## config.mk

```make
export PLATFORM = sky130hd
export DESIGN_NAME = sha256_msg_sched
export DESIGN_NICKNAME = d
export VERILOG_FILES = /design/src/rtl/sha256_msg_sched.sv
export SDC_FILE = /design/constraint.sdc
export NUM_CORES = 1
export LEC_CHECK = 0
export ABC_AREA = 1
export CORE_MARGIN = 2
export CORE_UTILIZATION = 55
export CTS_CLUSTER_DIAMETER = 40
export DETAILED_ROUTE_END_ITERATION = 10
export DONT_BUFFER_PORTS = 1
export GPL_ROUTABILITY_DRIVEN = 0
export GPL_TIMING_DRIVEN = 0
export PLACE_DENSITY = 0.7
export SLEW_MARGIN = 10
export SYNTH_ARGS = -nofsm -noshare
export SYNTH_HDL_FRONTEND = slang
export SYNTH_SLANG_ARGS = --single-unit
```

## constraint.sdc

```tcl
create_clock -name clk -period 10.35 [get_ports clk]
set_clock_uncertainty 0.1 [all_clocks]
set_input_delay 2.07 -clock clk [delete_from_list [all_inputs] [get_ports clk]]
set_output_delay 2.07 -clock clk [all_outputs]
set_load 0.02 [all_outputs]
```

## src/rtl/sha256_msg_sched.sv

```systemverilog
// SHA-256 message schedule: accepts a 512-bit block, streams W[0..63] from a 16-word sliding window.
// Latency: W[0] one cycle after acceptance. The stream advances only while ready is high; done pulses after W[63] is consumed.
module sha256_msg_sched #(
  parameter int NUM_ROUNDS = 64
) (
  input  logic         clk,
  input  logic         reset,
  input  logic         block_valid,
  input  logic [511:0] block,
  output logic         block_ready,
  input  logic         ready,
  output logic [31:0]  W,
  output logic         w_valid,
  output logic [5:0]   w_index,
  output logic         busy,
  output logic         done
);

  typedef enum logic [1:0] {
    IDLE = 2'd0,
    RUN  = 2'd1,
    DONE = 2'd2
  } state_t;

  state_t      state_q;
  logic [31:0] win_q [16];
  logic [5:0]  t_q;
  logic [31:0] w16_d;

  function automatic logic [31:0] sig0(input logic [31:0] x);
    return {x[6:0], x[31:7]} ^ {x[17:0], x[31:18]} ^ (x >> 3);
  endfunction

  function automatic logic [31:0] sig1(input logic [31:0] x);
    return {x[16:0], x[31:17]} ^ {x[18:0], x[31:19]} ^ (x >> 10);
  endfunction

  // W[t+16] from the window holding W[t..t+15]
  always_comb begin
    w16_d = sig1(win_q[14]) + win_q[9] + sig0(win_q[1]) + win_q[0];
  end

  always_ff @(posedge clk) begin
    if (reset) begin
      state_q <= IDLE;
      t_q     <= '0;
      for (int i = 0; i < 16; i++) win_q[i] <= '0;
    end else begin
      case (state_q)
        IDLE: begin
          if (block_valid) begin
            for (int i = 0; i < 16; i++) win_q[i] <= block[511-32*i -: 32];
            t_q     <= '0;
            state_q <= RUN;
          end
        end
        RUN: begin
          if (ready) begin
            for (int i = 0; i < 15; i++) win_q[i] <= win_q[i+1];
            win_q[15] <= w16_d;
            if (t_q == 6'(NUM_ROUNDS - 1)) state_q <= DONE;
            else                           t_q     <= t_q + 6'd1;
          end
        end
        DONE:    state_q <= IDLE;
        default: state_q <= IDLE;
      endcase
    end
  end

  always_comb begin
    block_ready = (state_q == IDLE);
    w_valid     = (state_q == RUN);
    busy        = (state_q == RUN) || (state_q == DONE);
    done        = (state_q == DONE);
    W           = w_valid ? win_q[0] : 32'd0;
    w_index     = w_valid ? t_q : 6'd0;
  end

endmodule

```

==> out/results.ini <==
[sta]
period_share=0.4550
rsz0062_at_grt=false
setup_viol=0
hold_ws_ps=418.9
worst_pin_slew_ps=853.2
maxSlewViolCount=0
tns_ps=0
finalHoldViolCount=0
max_freq_mhz=212.4
fin_ws_ps=5641
post-route-min-period_ps=4709
max_slew_margin=0.4312

[placement]
hpwlAfterDp_mm=77.01
port_buffers=0
pre_cts_ws_ps=5241

[floorplanning]
fp.dieH_microns=228.6
coreArea_sq_um=49970
die_w_microns=228.6
io_pins=558
die_area_sq_um=52280
start_util=0.5555
rows=82

[setup_path]
cpMaxStageDelayCell=ha_1
path_cells=inv_1 > ha_1 > buf_2 > clkbuf_1 > nand2_1 > inv_1
cp_max_fo=10
required_ps=8180
cp_slowest_stage_delay_ps=430
cp_top_family=buffers and inverters
start_kind=flop
cp-end-kind=primary output
worstPathArrival_ps=2540
setup.worst_path.class=flop to primary output
cpMostUsedCell=inv_1
crit_buf_inv=4

[global_routing]
grt_overflow_total=0
grt_max_degree=69
grt_first_pass_wirelength_mm=137.6
grt_usage=0.3674
grt_pass1_vias=20950
antenna_found_initial=13

[drt]
ant_nets=0
viasPerCell=5.995
vias=21490
dr.pass1.iters=8
wl_mm=97.08
drtIter0Drc=2863
drc_errors=0
wire_per_inst_microns=27.08

[cts]
path_clk_slew_ps=50
cts_hold_buf=0
cts_buffer_depth=3
cts_tree=yes
cts_buffers=71
ctsResizeCount=0
insertion_delay_ps=620
cts_sinks=520
cts_root_buf=clkbuf_16
h-tree-depth=3
post_cts_buffers=0

[yosys]
synth-seq-cells=520
synth_top_area_share=0.5539
yosysWarnings=0
syn_nets=3379
ys_top_cells_by_area=edfxtp_1 55%, nor2_1 6.6%, nand2_1 5.6%
synth_area_sq_um=27760
avgSynthCellArea_sq_um=10.03
synth_common_cells=512 x edfxtp_1, 490 x nor2_1, 415 x nand2_1
netlist_instances=2766
synth_edf_count=512
yosys.cell_count.top_type=edfxtp_1
async_flop_share=0
yosysSeqAreaShare=0.5597
synth_top_area_cell=edfxtp_1
synth-main-ff-cell=edfxtp_1
yosysUniqueCellTypes=34

[final_layout]
nets=3459
area_growth_pct=12.90
drive_above_1_share=0.09169
fill_cells=4055

[flow_run]
cap_violations=0

[run_status]
status=complete, no violations

[worst_hold_path]
hp-class=flop to flop

## placed cells by master (no fill, tap or decap), drive strengths merged, types with 67 or more instances in the layout
cell,Yosys,final
edfxtp,512,512
nor2,492,492
nand2,417,417
inv,350,358
a21oi,260,260
buf,139,146
a22o,141,141
clkbuf,15,103
nand3,78,78
xor2,67,67
## state kept, by name, summed over array words and instances (netlist names)
name / flops
t_q: 6
state_q: 2
win_q: 512
## logic make-up (layout without fill, tap and decap cells)
logic type / count (synthesis) / in the layout / share of synthesized area
and+or+nand+nor: 1004 / 1004 / 0.1411
DFF: 520 / 520 / 0.5597
AOI/OAI and AO/OA: 515 / 515 / 0.1238
buffers and inverters: 504 / 639 / 0.07514
xor gates and xnor gates: 126 / 126 / 0.03976
adders and majority gates: 97 / 97 / 0.06049
other: 0 / 12 / 0
## worst paths after layout
check / start / end / slack, ps / cells after the start
hold / removal: state_q[0] / state_q[0] / 420 / 2
setup reg to reg: win_q[0][51] / win_q[7][61] / 5910 / 20
hold reg to reg: state_q[0] / state_q[0] / 420 / 2
setup / recovery: state_q[1] / W[28] / 5640 / 6
## per-layer routing
metal  share of wire  global-route usage
met1            0.35              0.4338
met2            0.47              0.6051
met3            0.11              0.1053
met4           0.066              0.2071
met5         0.00022                   0
## cell type report
type	instances	area, sq um	area share
Timing Repair Buffer	7	177.7	0.005670
Clock buffer	88	1977	0.06308
Sequential cell	520	15530	0.4957
Inverter	350	1314	0.04192
Tap cell	672	840.8	0.02683
Clock inverter	40	533.0	0.01701
Antenna cell	12	30.03	0.0009582
Buffer	154	772.0	0.02463
Multi-Input combinational cell	1742	10160	0.3242
## through the flow
stage	std cells	utilization	area (sq um)
after floorplan	2766	-	27760
after global placement	3438	0.5723	28600
after detailed placement	3445	0.5764	28800
after CTS	3573	0.6266	31310
after global routing	3580	0.6269	31330
final	3585	0.6272	31340
## tightest hold or removal path, delay by kind of cell, from the launching register on
kind / cells / cell delay (ps)
flops: 1 / 310
compound gates: 1 / 70
buf+inv: 1 / 90
Power is left out: the tool's default activity adds up to more than one toggle a clock period on the data nets, which glitch-free logic cannot reach.
==> RTL edit: new RTL, config.mk and constraints unchanged <==
Set the parameter `NUM_ROUNDS` to 48 (it was 64).
--- a/src/rtl/sha256_msg_sched.sv
+++ b/src/rtl/sha256_msg_sched.sv
@@ -1,7 +1,7 @@
 // SHA-256 message schedule: accepts a 512-bit block, streams W[0..63] from a 16-word sliding window.
 // Latency: W[0] one cycle after acceptance. The stream advances only while ready is high; done pulses after W[63] is consumed.
 module sha256_msg_sched #(
-  parameter int NUM_ROUNDS = 64
+  parameter int NUM_ROUNDS = 48
 ) (
   input  logic         clk,
   input  logic         reset,
Behaviour: same outputs for any inputs over 4 cycles, from zero or initial values and one cycle with reset high; that may be too few to reach the edited logic, so the function may still have changed.
==> RTL edit against the unedited design <==
  * Setup slack improved by 120 ps
  * Sequential cell count stayed put
  * Fmax is 2.7% higher
  * Utilization fell by 0.25 points
  * Final area shrank 0.20%
  * Synthesized area up 0.19%
  * Routed wire length fell by 1.0%
  * Critical path type unchanged
  * Largest cell class unchanged
Power is not shown: default switching activity piles up to over one toggle a cycle in this logic, so the estimate is an artifact.
==> RTL edit: results (changes against the unedited design) <==
* Register-to-Register Setup Slack at 5860 ps (-50 ps)
* Commonest cells in the netlist: 512 x edfxtp_1, 487 x nor2_1, 414 x nand2_1, 346 x inv_1, 260 x a21oi_1
* Count of placed standard cells including taps at 3447 (+0.058%)
* Largest net degree at the start of global routing at 65 (-5.8%)
* Iteration-0 DRC Markers at 2651 (-7.4%)
* Via density at 5.99 (-0.12%)
* Ys async rst share at 0% (unchanged)
* Leading post-synthesis cells by cell area: edfxtp_1 55%, nor2_1 6.6%, nand2_1 5.6%
* Relative slew slack at 39.0% (-4.2 points)
* First-pass GRT wire length at 137000 um (-0.70%)
* Number of fill cells in the layout at 4111 (+1.4%)
* Total Routing Usage GR at 36.3% (-0.44 points)
* Fraction of final layout cells with drive strength greater than 1 at 9.60% (+0.43 points)
* Seq/Total Area, Yosys at 55.9% (-0.11 points)
* End of the worst register-to-register path: win_q[7][57]
* Maximum fanout encountered on the critical timing path at 10 (unchanged)
* Clock-pin transition on the worst setup and hold timing paths at 50 ps (about the same)
* Detailed Routing Iterations Pass 1 at 6 (-2)
* Source of the worst hold timing path: t_q[1]
* Area after detailed placement at 28900 um2 (+0.28%)
* Post-synth cell types at 38 (+12%)
* Buffers inserted during post-CTS setup optimization at 0 (unchanged)
* Cts bufs inserted at 72 (+1.4%)
* Number of warnings reported in the yosys synthesis log at 0 (unchanged)
* Input/output buffers at 0 (unchanged)
* Mean instance size in the synthesized netlist at 10.1 um2 (+0.16%)
* Routed Wire Length at 96100 um (-1.0%)
* DPL Wire Length at 76100 um (-1.2%)
* Post-route non-filler standard cell count at 3588 (+0.084%)
* Run status: completed
* Number of global-route vias before repair at 20878 (-0.36%)
* Post-Place Worst Slack at 5210 ps (-34.1 ps)
* Arrival time at the worst endpoint at 2420 ps (-120 ps)
* Antenna violations before repair at 15 (+2)
* Final-stage net count at 3462 (+0.087%)
* Post-synth EDFFs at 512 (unchanged)
* Worst-case hold path end point: t_q[1]
==> RTL edit: cell count changes after synthesis, moves of 2 or more <==
cell	unedited run	this run
nand3_1	78	73
buf_1	6	3
nand4_1	5	7
buf_2	122	129
inv_1	348	346
o21ai_1	3	5
nor2_1	490	487
o21ai_0	42	37
nor2_2	1	5
buf_4	11	7
==> RTL edit: worst max path at each step <==
| stage | start | to | slack [ps] | cells after the start |
|---|---|---|---|---|
| 2_1_floorplan | reset | win_q[0][32] | 2060 | 7 |
| 3_3_place_gp | reset | win_q[3][13] | -460 | 7 |
| 3_5_place_dp | reset | win_q[5][14] | 5210 | 10 |
| 4_1_cts | state_q[1] | w_index[4] | 5790 | 7 |
| 5_1_grt | state_q[1] | w_index[2] | 5620 | 7 |
| 6_report | state_q[1] | w_index[4] | 5760 | 7 |
==> RTL edit: area by class of cell <==
cell class | instances | share of cell area [%]
antenna | 11 | 0.0880
sequential | 520 | 49.7
clock buffer | 81 | 5.94
tap | 672 | 2.69
clock inverter | 49 | 1.64
timing repair buffer | 8 | 0.656
multi-input combinational | 1743 | 32.7
buffer | 155 | 2.46
inverter | 349 | 4.19
==> RTL edit: cells by family after synthesis <==
kind of cell	after synthesis	share of synthesized area [%]
and+or+nand+nor	1005	14.3
DFF	520	55.9
xor gates and xnor gates	127	4.00
adders and majority gates	97	6.04
AOI/OAI and AO/OA	514	12.4
buffers and inverters	504	7.48
==> RTL edit: critical path, cell delays in order (launching register included) <==
cell and delay [ps]:
dfxtp_1 310, inv_1 90, ha_1 310, buf_4 230, clkbuf_1 330, buf_2 300
nand2_1 90, inv_1 160
==> RTL edit: stage by stage <==
step	hold slack [ps]	util [%]
floorplan	364	-
global placement	384	57.2
detailed placement	401	57.7
CTS	410	62.4
global route	444	62.5
finish	414	62.5
==> RTL edit: metal layers <==
metal	part of all wire, %	up-vias	wire (um)	global-route usage, %
met2	48	1402	45800	59.5
met1	35	10253	33500	43.6
met4	6.1	6	5840	21.0
met5	0.035	-	34	0
li1	-	9527	-	-
met3	11	298	10900	9.49
